--- src/rtl/jtag_scan_master_if.sv ---
// Command/response channel bundle for the JTAG scan master.
// master drives commands and consumes responses; slave is the scan engine.
interface jtag_scan_master_if #(
    parameter int DATA_W = 32,
    parameter int LEN_W  = $clog2(DATA_W + 1)
);
    logic              cmd_valid_i;
    logic              cmd_ready_o;
    logic [1:0]        cmd_op_i;
    logic [LEN_W-1:0]  cmd_len_i;
    logic [DATA_W-1:0] cmd_data_i;
    logic              rsp_valid_o;
    logic              rsp_ready_i;
    logic [DATA_W-1:0] rsp_data_o;
    logic              rsp_err_o;

    modport master (
        output cmd_valid_i, cmd_op_i, cmd_len_i, cmd_data_i, rsp_ready_i,
        input  cmd_ready_o, rsp_valid_o, rsp_data_o, rsp_err_o
    );

    modport slave (
        input  cmd_valid_i, cmd_op_i, cmd_len_i, cmd_data_i, rsp_ready_i,
        output cmd_ready_o, rsp_valid_o, rsp_data_o, rsp_err_o
    );
endinterface

--- src/rtl/jtag_scan_master.sv ---
// JTAG initiator: walks the TAP from Run-Test/Idle for DR/IR scans and resets.
// Optional JTAG_SCAN_LOCK_EN adds lock_i, which rejects IR scans and TAP resets.
module jtag_scan_master #(
    parameter int DATA_W  = 32,
    parameter int LEN_W   = $clog2(DATA_W + 1),
    parameter int CLK_DIV = 2
) (
    input  logic clk_i,
    input  logic rst_ni,
`ifdef JTAG_SCAN_LOCK_EN
    input  logic lock_i,
`endif
    jtag_scan_master_if.slave bus,
    output logic tck_o,
    output logic tms_o,
    output logic tdi_o,
    input  logic tdo_i,
    output logic busy_o
);
    localparam int IW = (LEN_W > 3) ? LEN_W : 3;
    localparam int CW = $clog2(2 * CLK_DIV);
    localparam logic [LEN_W-1:0] MAX_LEN = LEN_W'(DATA_W);
    localparam logic [1:0] OP_DR  = 2'd0;
    localparam logic [1:0] OP_IR  = 2'd1;
    localparam logic [1:0] OP_RST = 2'd2;

    typedef enum logic [2:0] {
        AUTO_RST, IDLE, PRE, SHIFT, POST, RSP
    } state_e;

    state_e            state_q, nst_d;
    logic [IW-1:0]     idx_q, nidx_d, last_d, pre_last_d;
    logic [CW-1:0]     cnt_q;
    logic [1:0]        op_q;
    logic [LEN_W-1:0]  len_q;
    logic [DATA_W-1:0] sh_q, mask_q, rsp_data_q;
    logic              tck_q, tms_q, tdi_q, rdy_q;
    logic              rsp_valid_q, err_q, busy_q;
    logic              tms_d, tdi_d, bad_d, rise_d, fall_d;

    assign rise_d = cnt_q == CW'(CLK_DIV - 1);
    assign fall_d = cnt_q == CW'(2 * CLK_DIV - 1);
    assign last_d = IW'(len_q) - IW'(1);

    function automatic logic tms_of(state_e s, logic [IW-1:0] k,
                                    logic [1:0] op, logic [IW-1:0] last);
        case (s)
            AUTO_RST: tms_of = k < IW'(5);
            PRE: begin
                if (op == OP_DR)      tms_of = k == '0;
                else if (op == OP_IR) tms_of = k < IW'(2);
                else                  tms_of = k < IW'(5);
            end
            SHIFT:    tms_of = k == last;
            POST:     tms_of = k == '0;
            default:  tms_of = 1'b0;
        endcase
    endfunction

    always_comb begin
        unique case (1'b1)
            (op_q == OP_DR): pre_last_d = IW'(2);
            (op_q == OP_IR): pre_last_d = IW'(3);
            default:         pre_last_d = IW'(5);
        endcase
    end

    always_comb begin
        bad_d = (bus.cmd_op_i == 2'd3)
              || (bus.cmd_op_i != OP_RST
                  && (bus.cmd_len_i == '0 || bus.cmd_len_i > MAX_LEN));
`ifdef JTAG_SCAN_LOCK_EN
        if (lock_i && (bus.cmd_op_i == OP_IR || bus.cmd_op_i == OP_RST))
            bad_d = 1'b1;
`endif
    end

    // Where the slot following the current one lands, and its TMS/TDI.
    always_comb begin
        nst_d  = state_q;
        nidx_d = idx_q + IW'(1);
        unique case (state_q)
            AUTO_RST: if (idx_q == IW'(5)) begin
                nst_d  = IDLE;
                nidx_d = '0;
            end
            PRE: if (idx_q == pre_last_d) begin
                nst_d  = (op_q == OP_RST) ? RSP : SHIFT;
                nidx_d = '0;
            end
            SHIFT: if (idx_q == last_d) begin
                nst_d  = POST;
                nidx_d = '0;
            end
            POST: if (idx_q == IW'(1)) begin
                nst_d  = RSP;
                nidx_d = '0;
            end
            default: ;
        endcase
        tms_d = tms_of(nst_d, nidx_d, op_q, last_d);
        tdi_d = (nst_d == SHIFT) ? sh_q[0] : 1'b0;
    end

    always_ff @(posedge clk_i or negedge rst_ni) begin
        if (!rst_ni) begin
            state_q     <= AUTO_RST;
            idx_q       <= '0;
            cnt_q       <= '0;
            op_q        <= '0;
            len_q       <= '0;
            sh_q        <= '0;
            mask_q      <= '0;
            rsp_data_q  <= '0;
            tck_q       <= 1'b0;
            tms_q       <= 1'b1;
            tdi_q       <= 1'b0;
            rdy_q       <= 1'b0;
            rsp_valid_q <= 1'b0;
            err_q       <= 1'b0;
            busy_q      <= 1'b1;
        end else begin
            unique case (state_q)
                IDLE: if (bus.cmd_valid_i && rdy_q) begin
                    rdy_q      <= 1'b0;
                    busy_q     <= 1'b1;
                    op_q       <= bus.cmd_op_i;
                    len_q      <= bus.cmd_len_i;
                    sh_q       <= bus.cmd_data_i;
                    mask_q     <= DATA_W'(1);
                    rsp_data_q <= '0;
                    idx_q      <= '0;
                    cnt_q      <= '0;
                    err_q      <= bad_d;
                    if (bad_d) begin
                        state_q     <= RSP;
                        rsp_valid_q <= 1'b1;
                    end else begin
                        state_q <= PRE;
                        tms_q   <= 1'b1;
                    end
                end
                RSP: if (bus.rsp_ready_i) begin
                    rsp_valid_q <= 1'b0;
                    state_q     <= IDLE;
                    rdy_q       <= 1'b1;
                    busy_q      <= 1'b0;
                end
                default: begin
                    cnt_q <= cnt_q + CW'(1);
                    if (rise_d) begin
                        tck_q <= 1'b1;
                        if (state_q == SHIFT) begin
                            rsp_data_q <= rsp_data_q
                                        | (mask_q & {DATA_W{tdo_i}});
                            mask_q     <= mask_q << 1;
                        end
                    end
                    if (fall_d) begin
                        tck_q   <= 1'b0;
                        cnt_q   <= '0;
                        idx_q   <= nidx_d;
                        state_q <= nst_d;
                        tms_q   <= tms_d;
                        tdi_q   <= tdi_d;
                        if (nst_d == SHIFT) sh_q <= sh_q >> 1;
                        if (nst_d == IDLE) begin
                            rdy_q  <= 1'b1;
                            busy_q <= 1'b0;
                        end
                        if (nst_d == RSP) rsp_valid_q <= 1'b1;
                    end
                end
            endcase
        end
    end

    assign bus.cmd_ready_o = rdy_q;
    assign bus.rsp_valid_o = rsp_valid_q;
    assign bus.rsp_data_o  = rsp_data_q;
    assign bus.rsp_err_o   = err_q;
    assign tck_o           = tck_q;
    assign tms_o           = tms_q;
    assign tdi_o           = tdi_q;
    assign busy_o          = busy_q;
endmodule

--- src/flat_wrapper.sv ---
// flat-port wrapper written by rule: the top's interface ports become plain ports
module jtag_scan_master_flat 
#(
    parameter int DATA_W  = 32,
    parameter int LEN_W   = $clog2(DATA_W + 1),
    parameter int CLK_DIV = 2
)
  (clk_i, rst_ni, tck_o, tms_o, tdi_o, tdo_i, busy_o, bus_cmd_valid_i, bus_cmd_op_i, bus_cmd_len_i, bus_cmd_data_i, bus_rsp_ready_i, bus_cmd_ready_o, bus_rsp_valid_o, bus_rsp_data_o, bus_rsp_err_o);
  jtag_scan_master_if #(.DATA_W(DATA_W), .LEN_W(LEN_W)) bus_i ();
  input  logic clk_i;
  input  logic rst_ni;
  output logic tck_o;
  output logic tms_o;
  output logic tdi_o;
  input  logic tdo_i;
  output logic busy_o;
  input wire logic [$bits(bus_i.cmd_valid_i)-1:0] bus_cmd_valid_i;
  input wire logic [$bits(bus_i.cmd_op_i)-1:0] bus_cmd_op_i;
  input wire logic [$bits(bus_i.cmd_len_i)-1:0] bus_cmd_len_i;
  input wire logic [$bits(bus_i.cmd_data_i)-1:0] bus_cmd_data_i;
  input wire logic [$bits(bus_i.rsp_ready_i)-1:0] bus_rsp_ready_i;
  output wire logic [$bits(bus_i.cmd_ready_o)-1:0] bus_cmd_ready_o;
  output wire logic [$bits(bus_i.rsp_valid_o)-1:0] bus_rsp_valid_o;
  output wire logic [$bits(bus_i.rsp_data_o)-1:0] bus_rsp_data_o;
  output wire logic [$bits(bus_i.rsp_err_o)-1:0] bus_rsp_err_o;
  assign bus_i.cmd_valid_i = bus_cmd_valid_i;
  assign bus_i.cmd_op_i = bus_cmd_op_i;
  assign bus_i.cmd_len_i = bus_cmd_len_i;
  assign bus_i.cmd_data_i = bus_cmd_data_i;
  assign bus_i.rsp_ready_i = bus_rsp_ready_i;
  assign bus_cmd_ready_o = bus_i.cmd_ready_o;
  assign bus_rsp_valid_o = bus_i.rsp_valid_o;
  assign bus_rsp_data_o = bus_i.rsp_data_o;
  assign bus_rsp_err_o = bus_i.rsp_err_o;
  jtag_scan_master #(.DATA_W(DATA_W), .LEN_W(LEN_W), .CLK_DIV(CLK_DIV)) u_core (.clk_i(clk_i), .rst_ni(rst_ni), .bus(bus_i), .tck_o(tck_o), .tms_o(tms_o), .tdi_o(tdi_o), .tdo_i(tdo_i), .busy_o(busy_o));
endmodule
--- config.mk ---
export PLATFORM = sky130hd
export DESIGN_NAME = jtag_scan_master_flat
export DESIGN_NICKNAME = d
export VERILOG_FILES = /design/src/rtl/jtag_scan_master_if.sv /design/src/rtl/jtag_scan_master.sv /design/src/flat_wrapper.sv
export SDC_FILE = /design/constraint.sdc
export NUM_CORES = 1
export LEC_CHECK = 0
export CORE_ASPECT_RATIO = 1.1
export CORE_UTILIZATION = 55
export CTS_CLUSTER_SIZE = 14
export DETAILED_ROUTE_END_ITERATION = 10
export PLACE_DENSITY_LB_ADDON = 0.12
export SLEW_MARGIN = 5
export SYNTH_ARGS = -nofsm -noshare
export SYNTH_HDL_FRONTEND = slang
export SYNTH_SLANG_ARGS = --single-unit
--- constraint.sdc ---
create_clock -name clk_i -period 2.8 [get_ports clk_i]
set_input_delay 0.28 -clock clk_i [delete_from_list [all_inputs] [get_ports clk_i]]
set_output_delay 0.28 -clock clk_i [all_outputs]
set_load 0.01 [all_outputs]
==> results.toml <==
[clock_network]
cts_buffers = 17
cts_sinks = 122
cts_tree = "yes"
cts_max_level = 4
cts.clk_slew.worst_paths_ns = 0.06
cts_root_buffer = "clkbuf_16"
clock_latency_ns = 0.41
cts_max_path_buffers = 2

[logic_synthesis]
ys_top_cells_by_area = "dfrtp_1 (50%), mux2i_1 (5.5%), a22o_1 (5.1%)"
syn_inst = 562
avgSynthCellArea_um2 = 10.6
ys_types = 57
yosysMostFrequentCell = "dfrtp_1"
synth_edf_count = 0
synth_top_area_share = 0.503
syn_area_um2 = 5970
ys_ff_latch = 122
synth_top_cells_by_count = "dfrtp_1 (120), nor2_1 (52), a21oi_1 (50), nand2_1 (42), a22o_1 (35)"
yosysSeqAreaShare = 0.512
synth_top_cell_by_area = "dfrtp_1"
syn_nets = 612
synth_warnings = 0
async_flop_share = 1.00
synth_ff_type = "dfrtp_1"

[hold_path]
hold_class = "input port to asynchronous set/reset pin"

[run_status]
outcome = "finished clean"

[drt]
routed-via-count = 4710
drc_errors = 0
post_drt_wl_per_cell_um = 16.7
ant_nets = 0
drt-pass1-iter-count = 6
vias_per_cell = 5.77
drt_wl_total_um = 13700
drtIter0Drc = 285

[critical_path]
required_ns = 3.09
startpoint_type = "register"
endpoint = "u_core.sh_q[17]"
path_class = "register to register"
regToRegSetupSlack_ns = 0.06
worst_r2r_path_depth = 9
crit_fanout = 16
crit_path_end_kind = "register"
critPathLaunch = "u_core.len_q[0]"
r2r_start = "u_core.len_q[0]"
arrival_ns = 3.04
r2r_end = "u_core.sh_q[17]"

[timing]
period_share = 0.979
final-max-slew-violation-count = 0
fin_crit_ns = 2.74
max_slew_margin = 0.606
rsz0062_at_grt = "true"
setup_viol = 0
worst_pin_slew_ns = 0.586
skew_ns = 0.0128
max_freq_mhz = 365
setup_slack_ns = 0.0576
final_hold_viol_count = 0

[die]
start_util = 0.569
die-area_um2 = 11300
core_area_um2 = 10500
num_rows = 39
dieWidth_um = 101
die_h_um = 111
io_pins = 84

[layout]
n_antenna_cell = 0
nets = 711
drive_gt1_frac = 0.208
syn_to_final_growth_pct = 29.5
fin_util = 0.737

[place]
hpwl_um = 9240
place_ws_ns = 0.0343
portBuffers = 83
gp_congestion = 0.888

[run]
maxCapViolations = 0

[global_routing]
grt_max_degree = 60
grt_util_all_layers = 0.255
grt_overflow = 0
grt_pass1_vias = 4645
grt_first_pass_wirelength_um = 22300
antenna_found_initial = 0

[power_and_ir_drop]
peakVddDrop_mv = 0.768
power.leakage_uw = 0.00336
power.density_nw_per_um2 = 1110
-- metrics by stage --
| step | instance area (µm²) | total power, µW | hold WS (ns) | instances | TNS [ns] |
|---|---|---|---|---|---|
| final | 7730 | 8590 | 0.395 | 816 | 0 |
| after detailed placement | 7070 | 6280 | 0.288 | 781 | 0 |
| after global routing | 7730 | 9090 | 0.443 | 816 | -0.0161 |
| after global placement | 7070 | 6160 | 0.282 | 781 | 0 |
| after floorplan | 5970 | 5260 | -0.0156 | 562 | 0 |
| after CTS | 7690 | 8560 | 0.400 | 813 | 0 |
-- cells in the final DEF (no fill, tap or decap), types with 2 or more instances in the layout --
cell type,count
a21o_1,2
a21oi_1,50
a21oi_2,31
a22o_1,35
a31oi_1,3
and3_1,6
buf_12,5
buf_4,26
bufinv_16,3
clkbuf_16,17
clkdlybuf4s50_1,82
clkinv_2,2
clkinv_4,3
clkinvlp_4,2
dfrtp_1,120
dfstp_2,2
ha_1,5
inv_1,11
inv_6,3
mux2i_1,33
nand2_1,42
nand2b_1,4
nand3_1,15
nand4_1,2
nor2_1,52
nor2_2,9
nor2_4,21
nor2b_1,3
nor3_1,8
nor4_1,2
o21a_1,2
o21ai_0,16
o21ai_1,3
o22ai_1,4
o31ai_1,3
or2_1,2
or2_2,2
xnor2_1,8
xor2_1,4
-- layout make-up --
cell class                      instances  area, µm²
Clock buffer                           18        439
Fill cell                             746       2760
Clock inverter                         13        168
Multi-Input combinational cell        395       2730
Inverter                               11       41.3
Tap cell                              143        179
Sequential cell                       122       3060
Timing Repair Buffer                  114       1130
-- where the power goes --
part	leakage [µW]	internal, µW	switching, µW
Clock	0.000293	1430	804
Sequential	0.00155	2230	455
Combinational	0.00152	1620	2060
Total	0.00336	5280	3310
-- kinds of logic after synthesis --
group	Yosys count	synth area share
adder cells (fa/ha/maj)	6	0.0121
buffers and inverters	46	0.0406
AO/OA/AOI/OAI	164	0.196
flip-flops	122	0.512
XOR/XNOR	13	0.0191
multiplexers	34	0.0572
AND/OR/NAND/NOR	177	0.163
-- critical path, stage by stage, from the launching register on --
cell	delay, ns
dfrtp_1	0.40
or3_4	0.43
or4_4	0.51
a211oi_4	0.33
a31o_2	0.27
a2111oi_4	0.07
o21a_4	0.29
buf_12	0.18
nor2_2	0.11
a21oi_2	0.04
-- registers in the layout, indices dropped and copies added, names as in the netlist --
register                cells
u_core.bus.rsp_err_o        1
u_core.cnt_q                2
u_core.sh_q                32
u_core.tdi_o                1
u_core.bus.rsp_data_o      32
u_core.idx_q                6
u_core.len_q                6
u_core.state_q              3
u_core.bus.cmd_ready_o      1
u_core.tms_o                1
u_core.bus.rsp_valid_o      1
u_core.op_q                 2
u_core.mask_q              32
u_core.busy_o               1
u_core.tck_o                1
-- layer usage --
| layer | GRT usage | up-vias | wire length [µm] |
|---|---|---|---|
| met1 | 0.331 | 2323 | 5780 |
| met4 | 0.0889 | 0 | 276 |
| met3 | 0.0744 | 30 | 851 |
| met5 | 0 | - | 0 |
| li1 | - | 2190 | - |
| met2 | 0.407 | 167 | 6750 |
-- worst min path at each step --
| stage | from | end | slack, ns |
|---|---|---|---|
| after floorplan | rst_ni | u_core.bus.cmd_ready_o | -0.02 |
| after global placement | rst_ni | u_core.bus.rsp_data_o[8] | 0.28 |
| after detailed placement | rst_ni | u_core.bus.rsp_data_o[6] | 0.29 |
| after CTS | rst_ni | u_core.bus.rsp_data_o[8] | 0.40 |
| after global routing | rst_ni | u_core.bus.rsp_data_o[8] | 0.44 |
| final | rst_ni | u_core.bus.rsp_data_o[6] | 0.40 |
-- what timing repair did --
item / CTS / global route
endpoints found under the hold margin: 37 / 0
endpoints found under the setup margin: 0 / 34
hold buffers: 1 / 0
resized for setup: 0 / 4
setup buffers: 0 / 2
(Power assumes the default switching activity.)
